File: src/rtl/sc_pulse_train_gen_if.sv
// sc_pulse_train_gen_if: start/abort handshake, train setup and status lines of the pulse-train generator.
interface sc_pulse_train_gen_if #(
   parameter int N = 8,
   parameter int P = 16
);
   logic         SC_PULSETRAIN_START_InLow;
   logic         SC_PULSETRAIN_ABORT_InLow;
   logic [N-1:0] SC_PULSETRAIN_COUNT;
   logic [P-1:0] SC_PULSETRAIN_PERIOD;
   logic         SC_PULSETRAIN_PULSE_Out;
   logic         SC_PULSETRAIN_BUSY_OutLow;
   logic         SC_PULSETRAIN_DONE_OutLow;
   logic [N-1:0] SC_PULSETRAIN_REMAINING;
   modport master (
      output SC_PULSETRAIN_START_InLow, SC_PULSETRAIN_ABORT_InLow, SC_PULSETRAIN_COUNT, SC_PULSETRAIN_PERIOD,
      input  SC_PULSETRAIN_PULSE_Out, SC_PULSETRAIN_BUSY_OutLow, SC_PULSETRAIN_DONE_OutLow, SC_PULSETRAIN_REMAINING
   );
   modport slave (
      input  SC_PULSETRAIN_START_InLow, SC_PULSETRAIN_ABORT_InLow, SC_PULSETRAIN_COUNT, SC_PULSETRAIN_PERIOD,
      output SC_PULSETRAIN_PULSE_Out, SC_PULSETRAIN_BUSY_OutLow, SC_PULSETRAIN_DONE_OutLow, SC_PULSETRAIN_REMAINING
   );
endinterface

File: src/rtl/sc_pulse_train_gen.sv
// sc_pulse_train_gen: emits COUNT pulses of PERIOD cycles each, then strobes DONE for one cycle.
// Define PULSETRAIN_CONTINUOUS_EN to make COUNT==0 start an endless train.
module sc_pulse_train_gen #(
   parameter int N = 8,
   parameter int P = 16
) (
   input logic                 SC_PULSETRAIN_CLOCK,
   input logic                 SC_PULSETRAIN_RESET_InHigh,
   sc_pulse_train_gen_if.slave bus_if
);
`ifdef PULSETRAIN_CONTINUOUS_EN
   localparam bit CONT = 1'b1;
`else
   localparam bit CONT = 1'b0;
`endif
   typedef enum logic [1:0] {IDLE, HIGH, LOW, DONE} state_t;
   state_t       state_q, state_d;
   logic [N-1:0] rem_q, rem_d;
   logic [P-1:0] cnt_q, cnt_d, hm1_q, hm1_d, lm1_q, lm1_d, t, h;
   logic         cont_q, cont_d;
   always_ff @(posedge SC_PULSETRAIN_CLOCK or posedge SC_PULSETRAIN_RESET_InHigh)
      if (SC_PULSETRAIN_RESET_InHigh) begin
         state_q <= IDLE;
         rem_q   <= '0;
         cnt_q   <= '0;
         hm1_q   <= '0;
         lm1_q   <= '0;
         cont_q  <= 1'b0;
      end else begin
         state_q <= state_d;
         rem_q   <= rem_d;
         cnt_q   <= cnt_d;
         hm1_q   <= hm1_d;
         lm1_q   <= lm1_d;
         cont_q  <= cont_d;
      end
   // Phase limits are stored as H-1 / L-1 so the phase counter compares directly.
   always_comb begin
      state_d = state_q;
      rem_d   = rem_q;
      cnt_d   = cnt_q;
      hm1_d   = hm1_q;
      lm1_d   = lm1_q;
      cont_d  = cont_q;
      t       = bus_if.SC_PULSETRAIN_PERIOD < P'(2) ? P'(2) : bus_if.SC_PULSETRAIN_PERIOD;
      h       = t >> 1;
      if (!bus_if.SC_PULSETRAIN_ABORT_InLow) begin
         state_d = IDLE;
         cnt_d   = '0;
      end else
         case (state_q)
            IDLE: if (!bus_if.SC_PULSETRAIN_START_InLow) begin
               rem_d   = bus_if.SC_PULSETRAIN_COUNT;
               hm1_d   = h - 1'b1;
               lm1_d   = t - h - 1'b1;
               cnt_d   = '0;
               cont_d  = CONT && bus_if.SC_PULSETRAIN_COUNT == '0;
               state_d = (bus_if.SC_PULSETRAIN_COUNT != '0 || cont_d) ? HIGH : DONE;
            end
            HIGH: if (cnt_q == hm1_q) begin
               cnt_d   = '0;
               state_d = LOW;
               rem_d   = cont_q ? rem_q : rem_q - 1'b1;
            end else
               cnt_d = cnt_q + 1'b1;
            LOW: if (cnt_q == lm1_q) begin
               cnt_d   = '0;
               state_d = (cont_q || rem_q != '0) ? HIGH : DONE;
            end else
               cnt_d = cnt_q + 1'b1;
            DONE: state_d = IDLE;
         endcase
   end
   assign bus_if.SC_PULSETRAIN_PULSE_Out   = state_q == HIGH;
   assign bus_if.SC_PULSETRAIN_BUSY_OutLow = state_q == IDLE;
   assign bus_if.SC_PULSETRAIN_DONE_OutLow = state_q != DONE;
   assign bus_if.SC_PULSETRAIN_REMAINING   = rem_q;
endmodule

File: src/flat_wrapper.sv
// flat-port wrapper written by rule: the top's interface ports become plain ports
module sc_pulse_train_gen_flat 
#(
   parameter int N = 8,
   parameter int P = 16
)
  (SC_PULSETRAIN_CLOCK, SC_PULSETRAIN_RESET_InHigh, bus_if_SC_PULSETRAIN_START_InLow, bus_if_SC_PULSETRAIN_ABORT_InLow, bus_if_SC_PULSETRAIN_COUNT, bus_if_SC_PULSETRAIN_PERIOD, bus_if_SC_PULSETRAIN_PULSE_Out, bus_if_SC_PULSETRAIN_BUSY_OutLow, bus_if_SC_PULSETRAIN_DONE_OutLow, bus_if_SC_PULSETRAIN_REMAINING);
  sc_pulse_train_gen_if #(.N(N), .P(P)) bus_if_i ();
  input logic SC_PULSETRAIN_CLOCK;
  input logic SC_PULSETRAIN_RESET_InHigh;
  input wire logic [$bits(bus_if_i.SC_PULSETRAIN_START_InLow)-1:0] bus_if_SC_PULSETRAIN_START_InLow;
  input wire logic [$bits(bus_if_i.SC_PULSETRAIN_ABORT_InLow)-1:0] bus_if_SC_PULSETRAIN_ABORT_InLow;
  input wire logic [$bits(bus_if_i.SC_PULSETRAIN_COUNT)-1:0] bus_if_SC_PULSETRAIN_COUNT;
  input wire logic [$bits(bus_if_i.SC_PULSETRAIN_PERIOD)-1:0] bus_if_SC_PULSETRAIN_PERIOD;
  output wire logic [$bits(bus_if_i.SC_PULSETRAIN_PULSE_Out)-1:0] bus_if_SC_PULSETRAIN_PULSE_Out;
  output wire logic [$bits(bus_if_i.SC_PULSETRAIN_BUSY_OutLow)-1:0] bus_if_SC_PULSETRAIN_BUSY_OutLow;
  output wire logic [$bits(bus_if_i.SC_PULSETRAIN_DONE_OutLow)-1:0] bus_if_SC_PULSETRAIN_DONE_OutLow;
  output wire logic [$bits(bus_if_i.SC_PULSETRAIN_REMAINING)-1:0] bus_if_SC_PULSETRAIN_REMAINING;
  assign bus_if_i.SC_PULSETRAIN_START_InLow = bus_if_SC_PULSETRAIN_START_InLow;
  assign bus_if_i.SC_PULSETRAIN_ABORT_InLow = bus_if_SC_PULSETRAIN_ABORT_InLow;
  assign bus_if_i.SC_PULSETRAIN_COUNT = bus_if_SC_PULSETRAIN_COUNT;
  assign bus_if_i.SC_PULSETRAIN_PERIOD = bus_if_SC_PULSETRAIN_PERIOD;
  assign bus_if_SC_PULSETRAIN_PULSE_Out = bus_if_i.SC_PULSETRAIN_PULSE_Out;
  assign bus_if_SC_PULSETRAIN_BUSY_OutLow = bus_if_i.SC_PULSETRAIN_BUSY_OutLow;
  assign bus_if_SC_PULSETRAIN_DONE_OutLow = bus_if_i.SC_PULSETRAIN_DONE_OutLow;
  assign bus_if_SC_PULSETRAIN_REMAINING = bus_if_i.SC_PULSETRAIN_REMAINING;
  sc_pulse_train_gen #(.N(N), .P(P)) u_core (.SC_PULSETRAIN_CLOCK(SC_PULSETRAIN_CLOCK), .SC_PULSETRAIN_RESET_InHigh(SC_PULSETRAIN_RESET_InHigh), .bus_if(bus_if_i));
endmodule
File: config.mk
export PLATFORM = sky130hd
export DESIGN_NAME = sc_pulse_train_gen_flat
export DESIGN_NICKNAME = d
export VERILOG_FILES = /design/src/rtl/sc_pulse_train_gen_if.sv /design/src/rtl/sc_pulse_train_gen.sv /design/src/flat_wrapper.sv
export SDC_FILE = /design/constraint.sdc
export NUM_CORES = 1
export LEC_CHECK = 0
export CAP_MARGIN = 0
export CORE_ASPECT_RATIO = 2
export CORE_MARGIN = 1
export CORE_UTILIZATION = 40
export CTS_BUF_LIST = sky130_fd_sc_hd__clkbuf_4 sky130_fd_sc_hd__clkbuf_8 sky130_fd_sc_hd__clkbuf_16
export DETAILED_ROUTE_END_ITERATION = 6
export SKIP_CTS_REPAIR_TIMING = 1
export SLEW_MARGIN = 5
export SYNTH_ARGS = -nofsm -noshare
export SYNTH_HDL_FRONTEND = slang
export SYNTH_SLANG_ARGS = --single-unit
export TNS_END_PERCENT = 50
File: constraint.sdc
create_clock -name SC_PULSETRAIN_CLOCK -period 3.1 [get_ports SC_PULSETRAIN_CLOCK]
set_input_delay 0.775 -clock SC_PULSETRAIN_CLOCK [delete_from_list [all_inputs] [get_ports SC_PULSETRAIN_CLOCK]]
set_output_delay 0.775 -clock SC_PULSETRAIN_CLOCK [all_outputs]
set_load 0.005 [all_outputs]
=== Yosys cells after proc, flatten, opt, wreduce, memory -nomap -nowiden ===
Index checks and enable logic that the tools add are counted.

* Add/sub/neg operators: 5
* Order comparisons: 1
* Equality and inequality tests: 12
* Muxes and demuxes: 16
* Bitwise gates (word level): 1
* Reduce and logical (&&, ||, !) cells: 8

{| class="wikitable"
|+ Operators by type and width
! operator !! count
|-
| 16-bit 2-to-1 mux || 5
|-
| 16-bit case mux with 3 select lines || 1
|-
| 16-bit == test || 2
|-
| 16-bit by 1-bit adder with 16-bit output, second input constant || 1
|-
| 16-bit by 2-bit less-than comparator with 1-bit output, second input constant || 1
|-
| 8-bit 2-to-1 mux || 2
|-
| 8-bit case mux with 2 select lines || 1
|-
| 8-bit nonzero test || 2
|-
| 15-bit by 1-bit subtractor with 16-bit output, second input constant || 1
|-
| 16-bit by 1-bit subtractor with 16-bit output, second input constant || 1
|-
| 16-bit by 15-bit subtractor with 16-bit output || 1
|-
| 2-bit 2-to-1 mux || 6
|-
| 2-bit case mux with 4 select lines || 1
|-
| 8-bit by 1-bit subtractor with 8-bit output, second input constant || 1
|-
| 3-bit by 2-bit inequality test with 1-bit output, second input constant || 2
|-
| 3-bit AND reduction || 2
|-
| 2-bit == test, second input constant || 2
|-
| 2-bit inequality test, second input constant || 2
|-
| 4-bit by 1-bit inequality test with 1-bit output, second input constant || 1
|-
| 4-bit AND reduction || 1
|-
| 3-bit inequality test, second input constant || 1
|-
| 2-bit by 1-bit == test with 1-bit output, second input constant || 1
|-
| 2-bit logical NOT || 1
|-
| 2-bit by 1-bit inequality test with 1-bit output, second input constant || 1
|-
| other kinds (3) || 3
|}

* Flip-flop bits (word level): 58
* Input port bits: 28
* Output and inout bits: 11
* Logic and storage cells: 48

=== Longest topological paths before layout ===
* Word-level depth: 5
* Depth in mapped cells: 16
* Depth with buffers taken out: 16

=== Worst setup path before layout ===
Ideal clock, no wire load.

* Path type: input to register
* Start: input port bus_if_SC_PULSETRAIN_PERIOD[15]
* End: register u_core.lm1_q[14]
* Library setup time: 0.131 ns
* Data arrival time: 3.143 ns
* Required time: 2.969 ns
* Setup slack: -0.174 ns
* Stages on the path: 16
* Buffers on the path: 0
* Cell sequence: inv_1 ha_1 nor4b_1 nand4_1 nand2_1 inv_1 ha_1 inv_1 fa_1 nor3_1 o311ai_1 a21bo_2 nand4_1 a31oi_1 xnor2_1 o21ai_1

* Cells in the longest elaborated chain, start to end: 4

{| class="wikitable"
|+ RTL lines
! element !! line !! RTL
|-
| start: declaration || flat_wrapper.sv:14 || <nowiki>input wire logic [$bits(bus_if_i.SC_PULSETRAIN_PERIOD)-1:0] bus_if_SC_PULSETRAIN_PERIOD;</nowiki>
|-
| 16-bit by 2-bit less-than comparator with 1-bit output || sc_pulse_train_gen.sv:45 || <nowiki>t = bus_if.SC_PULSETRAIN_PERIOD < P'(2) ? P'(2) : bus_if.SC_PULSETRAIN_PERIOD;</nowiki>
|-
| 16-bit 2-to-1 mux * || sc_pulse_train_gen.sv:45 ||
|-
| 16-bit by 15-bit subtractor with 16-bit output * || sc_pulse_train_gen.sv:55 || <nowiki>lm1_d = t - h - 1'b1;</nowiki>
|-
| 16-bit by 1-bit subtractor with 16-bit output * || sc_pulse_train_gen.sv:55 ||
|-
| end signal: assignment || sc_pulse_train_gen.sv:34 || <nowiki>lm1_q <= lm1_d;</nowiki>
|-
| end: declaration || sc_pulse_train_gen.sv:19 || <nowiki>logic [P-1:0] cnt_q, cnt_d, hm1_q, hm1_d, lm1_q, lm1_d, t, h;</nowiki>
|}

Mark *: on every way between the ends. The rest lies on a longest branch, timed or not.
A chain may end at the register's enable or synchronous reset.

=== Worst setup path in the final report ===
Same ends and word-level chain as after synthesis.

==> metrics.log <==
INFO  metric run_status = finished, final reports clean
INFO  metric layout-area-overhead-vs-synth = 32.8%
INFO  metric maximum_capacitance_violations = 0
INFO  metric multiInputGateArea = 2700 um^2
INFO  metric timing.critical_path.buf_inv = 3
INFO  metric tns = 0 ns
INFO  metric dpl.cell_count = between 700 and 800
INFO  metric mean_post_synth_cell_area = roughly 9 um^2
INFO  metric crit_family = compound AO/OA/AOI/OAI gates
INFO  metric grt_setup_unrepaired = yes
INFO  metric path_class = in2reg
INFO  metric layout.cells.non_filler = 718
INFO  metric netlist.area_leader.share = 33.6%
INFO  metric worst_pin_slew = 0.642 ns
INFO  metric clkSlewWorstSetupHoldPaths = approximately 0.050 ns
INFO  metric clock_tree.htree_level_count = 3
INFO  metric final.min_clock_period = approximately 3.1 ns
INFO  metric cp.arrival = approximately 3.3 ns
INFO  metric timing.critical_path.to_type = register
INFO  metric drt.antenna.violating_nets = 0
INFO  metric final-setup-viol-count = 0
INFO  metric synth.yosys.warnings = 0
INFO  metric core_region_area = 10500 um^2
INFO  metric drt-vias-per-instance = just over 5
INFO  metric die_w = roughly 75 um
INFO  metric num_antenna_cells = 0
INFO  metric asyncSetResetFlopFracSynth = between 90% and 100%
INFO  metric synth.lib_cells_used.distinct = 57
INFO  metric detail_route.iter0.violations = ~230
INFO  metric wire_length_of_the_first_global_routing_pass = around 17000 um
INFO  metric hpwl = roughly 9000 um
INFO  metric initial_core_util = about two fifths
INFO  metric postSynthRegisterBits = 58
INFO  metric timing.critical_path.fanout_max = 3
INFO  metric numPortBuffers = 38
INFO  metric floorplan.io_pins = 39
INFO  metric ys.flop_type = dfrtp_1
INFO  metric detail_route.wl_per_cell = about 15 um
INFO  metric crit_slowest_cell = o311ai_2
INFO  metric gp_congestion = between 0.9 and 1
INFO  metric finish.net_count = between 600 and 700
INFO  metric fill_cells = about 1000
INFO  metric clock_sinks = 58
INFO  metric min_period_over_period = a little over nine tenths
INFO  metric fp.dieArea = 11200 um^2
INFO  metric postLayoutCoreUtil = between 50% and 60%
INFO  metric detail_route.drc_violations = 0
INFO  metric dr_total_vias = between 3000 and 4000
INFO  metric max_buffers_root_to_sink = 2
INFO  metric synthCells = between 400 and 500
INFO  metric timing_max_transition_violations_final = 0
INFO  metric wirelength = 10800 um
INFO  metric clock-root-buffer = clkbuf_16
INFO  metric skew = 0.00578 ns
INFO  metric crit_chain = buf_6, inv_4, ha_4, nor4b_4, nand4_1, and2_4, ha_4, inv_4, fa_2, nor3_4, o311ai_2, a21bo_2, nand4_1, a31oi_1, xnor2_1, o21ai_1
INFO  metric synth_fp_nets = between 500 and 600
INFO  metric number_of_global_route_vias_before_repair = ~3700
INFO  metric timing.critical_path.slowest_cell_delay = approximately 0.35 ns
INFO  metric cts_inserted_buffers = 9
INFO  metric layout-drive-gt1-share = about a fifth
INFO  metric synth.top_cells.by_area = dfrtp_1, xnor2_1, ha_1
INFO  metric ys_top_cells_by_count = dfrtp_1, xnor2_1, nand2_1, ha_1, inv_1
INFO  metric rows = 53
INFO  metric hold_ws = 0.495 ns
INFO  metric maxSlewHeadroom = a little under three fifths
INFO  metric power_density = 641 nW/um^2
INFO  metric worst_ir_drop_vdd = ~0.25 mV
INFO  metric detail_route.first_pass.iterations = 4
INFO  metric timing.hold.worst.class = reg2reg
INFO  metric cp_data_required_time = approximately 3.3 ns
INFO  metric hold_viol = 0
INFO  metric clock_insertion_delay_worst_skew = 0.33 ns
INFO  metric fmax = 328 MHz
INFO  metric setup.worst_path.start_class = primary input
INFO  metric layout.area.seq = approximately 1500 um^2
INFO  metric global_route.overflow_total = 0
INFO  metric synth_top_area_cell = dfrtp_1
INFO  metric grt.total_usage = about a fifth
INFO  metric initial_antenna_violation_count = 0
INFO  metric power_leakage = about 2.6 nW
INFO  metric netlist_area = between 4000 and 5000 um^2
INFO  metric chipHeight = roughly 150 um
INFO  metric yosysSeqAreaShare = 33.6%
INFO  metric pin_count_of_the_biggest_net_entering_global_routing = 59
INFO  metric synth_edf_count = 0
INFO  metric cts_tree = yes
## metrics by stage
stage	worst slack [ns]	total power [mW]	cell area, um^2
after floorplan	-0.00612	2.06	4350
after global placement	-0.761	2.55	5280
after detailed placement	-0.808	2.59	5280
after CTS	-0.467	3.69	5620
after global routing	-0.0897	3.90	5730
final	0.0466	3.67	5730
## logic make-up after synthesis
family                     share of synthesized area, %
AOI/OAI and AO/OA                                  16.0
xor gates and xnor gates                           14.0
adders and majority gates                          11.8
buffers and inverters                              6.18
DFF                                                33.6
muxes                                              1.02
and+or+nand+nor                                    17.4
## flip-flops by register name, indices dropped and copies added, names as in the netlist
| signal | flops |
|---|---|
| u_core.cnt_q | 16 |
| u_core.lm1_q | 16 |
| u_core.bus_if.SC_PULSETRAIN_REMAINING | 8 |
| u_core.hm1_q | 16 |
| u_core.state_q | 2 |
## area by class of cell
class | instances | area share (%)
clock buffer | 12 | 4.54
clock inverter | 4 | 1.29
inverter | 37 | 2.51
multi-input combinational | 367 | 47.1
sequential | 58 | 25.3
tap | 137 | 2.99
timing repair buffer | 103 | 16.3
## power breakdown
part	internal [mW]	leakage, nW	switching [mW]	total (mW)
logic	0.679	1.69	0.682	1.36
clock network	0.755	0.166	0.337	1.09
registers	1.01	0.735	0.208	1.22
total	2.44	2.59	1.23	3.67
## layout by cell type (no fill, tap or decap), drive strengths merged, types with 3 or more instances in the layout
master | Yosys | final
nor3b | 3 | 3
o22ai | 4 | 4
a31oi | 5 | 5
and2 | 4 | 4
a22o | 3 | 3
o31ai | 5 | 5
clkbuf | 21 | 12
nand2 | 53 | 53
dfrtp | 58 | 58
mux2 | 3 | 3
buf | 8 | 67
and3 | 3 | 3
inv | 37 | 37
nor3 | 8 | 8
dlymetal6s2s | 0 | 13
nand2b | 3 | 3
o22a | 9 | 9
xnor2 | 58 | 58
nand3 | 12 | 12
a21o | 3 | 3
clkdlybuf4s50 | 0 | 23
nand4 | 13 | 13
nor2b | 6 | 6
nor2 | 26 | 26
ha | 39 | 39
a21oi | 24 | 24
a41oi | 3 | 3
xor2 | 11 | 11
o21ai | 33 | 33
or3 | 9 | 9
nor4 | 4 | 4
## path summary, 6_finish.rpt
check                                                                 to  cells after the start                       startpoint  slack (ns)
worst max-delay path                                    u_core.lm1_q[14]                     16  bus_if_SC_PULSETRAIN_PERIOD[15]        0.05
worst min-delay path                                     u_core.lm1_q[7]                      2                  u_core.lm1_q[7]        0.49
worst max register to register  u_core.bus_if.SC_PULSETRAIN_REMAINING[0]                      7                  u_core.cnt_q[5]        0.56
worst min register to register                           u_core.lm1_q[7]                      2                  u_core.lm1_q[7]        0.49
max in group asynchronous                                u_core.cnt_q[5]                      3       SC_PULSETRAIN_RESET_InHigh        2.01
min in group asynchronous                                u_core.hm1_q[4]                      3       SC_PULSETRAIN_RESET_InHigh        0.80
## layer usage
layer  share of wire, %  vias up  global-route usage [%]  wire length (um)
met5                  0        -                       0                 0
met4                3.9        0                    10.8               425
met3                2.3       23                    3.24               244
met2                 59       63                    42.2              6370
met1                 35     1689                    19.4              3760
li1                   -     1844                       -                 -
## worst min-delay path, cell delays in order (launching register included)
cell,delay [ns]
dfrtp_1,0.35
nand2_1,0.05
o21ai_0,0.06
No activity file was read; power rests on OpenSTA's default activity.
==> patch: new RTL, same settings <==
`N` is set to 8 in 3 places; all go to 9.
--- a/src/rtl/sc_pulse_train_gen_if.sv
+++ b/src/rtl/sc_pulse_train_gen_if.sv
@@ -1,5 +1,5 @@
 // sc_pulse_train_gen_if: start/abort handshake, train setup and status lines of the pulse-train generator.
 interface sc_pulse_train_gen_if #(
-   parameter int N = 8,
+   parameter int N = 9,
    parameter int P = 16
 );
--- a/src/rtl/sc_pulse_train_gen.sv
+++ b/src/rtl/sc_pulse_train_gen.sv
@@ -2,5 +2,5 @@
 // Define PULSETRAIN_CONTINUOUS_EN to make COUNT==0 start an endless train.
 module sc_pulse_train_gen #(
-   parameter int N = 8,
+   parameter int N = 9,
    parameter int P = 16
 ) (
--- a/src/flat_wrapper.sv
+++ b/src/flat_wrapper.sv
@@ -2,5 +2,5 @@
 module sc_pulse_train_gen_flat 
 #(
-   parameter int N = 8,
+   parameter int N = 9,
    parameter int P = 16
 )
Ports: changed (resized bus_if_SC_PULSETRAIN_COUNT and bus_if_SC_PULSETRAIN_REMAINING); port bits go from 39 to 41. No check against the original RTL was run, so the function may have changed too.
==> patch against the original RTL <==
The flow now finishes with violations (negative setup slack); largest power group unchanged; sequential share of layout area decreased by 0.38 points; synthesized area up 4.8%; wire length grew 5.0%; clock power is 6% lower; sequential cell count up 1; setup slack got worse by 0.23 ns; critical endpoint is now u_core.lm1_q[15]; total power is 7.0% higher; cell area increased by 3.3%.
==> patch: results (changes against the original RTL) <==
metric,value,unit,change
final_nets,674,,was 644
wl_met3,274,um,was 244 um
power_leakage,2.73,nW,was 2.59 nW
ys_types,63,,was 57
syn-num-nets,584,,was 559
via_per_inst,5.11,,was 5.04
r2r-start,u_core.cnt_q[3],,was u_core.cnt_q[5]
finalWirelength,11.3,mm,was 10.8 mm
synthTopCellsByCount,"nand2_1, dfrtp_1, xnor2_1",,"was dfrtp_1, xnor2_1, nand2_1"
dieArea,11800,um^2,was 11200 um^2
postPlaceCellArea,5480,um^2,was 5280 um^2
cp_data_arrival_time,3.49,ns,was 3.27 ns
peakVddDrop,0.000316,V,was 0.000249 V
finalSetupTns,-1.03,ns,was 0 ns
crit_slowest_cell,a221oi_4,,was o311ai_2
hold_ws,0.482,ns,was 0.495 ns
fin_ws,-0.188,ns,was 0.0466 ns
wl_met1,3.90,mm,was 3.76 mm
place_congestion,0.890,,was 0.904
finalClockSkew,0.00540,ns,was 0.00578 ns
port_buffers,40,,was 38
slowest_delay,0.38,ns,was 0.35 ns
cts_buffer_depth,2,,unchanged
hpwl,9.34,mm,was 8.78 mm
status,"finished, violations left",,was completed
r2r_end,u_core.bus_if.SC_PULSETRAIN_REMAINING[6],,was u_core.bus_if.SC_PULSETRAIN_REMAINING[0]
r2r_slack,0.63,ns,was 0.56 ns
synthTopCellsByArea,"dfrtp_1, ha_1, xnor2_1, nand2_1, xor2_1",,"was dfrtp_1, xnor2_1, ha_1, nand2_1, o21ai_0"
grt_pass1_wl,18.4,mm,was 17.5 mm
p_sw_frac,0.361,,was 0.334
grtUsageTotal,0.204,,was 0.213
grt_pass1_vias,3902,,was 3716
worst_pin_slew,0.548,ns,was 0.642 ns
dp_slack,-1.02,ns,was -0.808 ns
endpoint,u_core.lm1_q[15],,was u_core.lm1_q[14]
dr.first_iter.drc_count,146,,was 231
yosysSeqAreaShare,0.327,,was 0.336
yosys_warnings,0,,unchanged
fillers,1021,,was 1027
dr.pass1.iters,4,,unchanged
finalSetupViolCount,7,,was 0
grt_max_degree,36,,was 59
cts_buffers,9,,unchanged
layout-drive-gt1-share,0.205,,was 0.203
routed-wl-met2,6.27,mm,was 6.37 mm
violations,negative setup slack,,
[patch: worst min path at each step]
stage               cells after the start        startpoint               end
floorplan                               2   u_core.lm1_q[5]   u_core.lm1_q[5]
global placement                        2   u_core.lm1_q[5]   u_core.lm1_q[5]
detailed placement                      2   u_core.lm1_q[5]   u_core.lm1_q[5]
CTS                                     2   u_core.lm1_q[5]   u_core.lm1_q[5]
global route                            2  u_core.hm1_q[12]  u_core.hm1_q[12]
finish                                  2   u_core.lm1_q[5]   u_core.lm1_q[5]
[patch: power groups by stage]
stage / sequential (mW) / clock, mW / combinational, mW
floorplan: 1.24 / 0 / 1.05
global placement: 1.27 / 0 / 1.57
detailed placement: 1.28 / 0 / 1.61
CTS: 1.27 / 1.05 / 1.62
global route: 1.31 / 1.08 / 1.80
finish: 1.27 / 1.03 / 1.63
[patch: worst max-delay path: cells and delay by family]
kind                     cells  cell delay (ns)
adder cells (fa/ha/maj)      2             0.27
AO/OA/AOI/OAI                5             1.06
buffers and inverters        4             0.43
AND/OR/NAND/NOR              6             0.95
[patch: per-stage QoR]
step | util | std cells
floorplan | - | 514
global placement | 0.500 | 729
detailed placement | 0.500 | 729
CTS | 0.529 | 745
global route | 0.541 | 749
finish | 0.541 | 749
[patch: layer usage]
metal	GRT usage	vias to the layer above
li1	-	1921
met1	0.184	1761
met2	0.392	101
met3	0.0299	46
met4	0.153	0
met5	0	-
[patch: cell type report]
cell class,instances,area (um^2),area share
Timing Repair Buffer,108,948,0.160
Clock inverter,1,30.0,0.00508
Tap cell,140,175,0.0296
Clock buffer,15,289,0.0488
Multi-Input combinational cell,386,2830,0.479
Inverter,40,165,0.0279
Sequential cell,59,1480,0.250
[patch: logic make-up after synthesis]
logic type,share of synthesized area
flops,0.327
mux,0.00221
compound gates,0.176
simple gates,0.181
fa+ha+maj,0.115
buf+inv,0.0659
xor+xnor,0.133
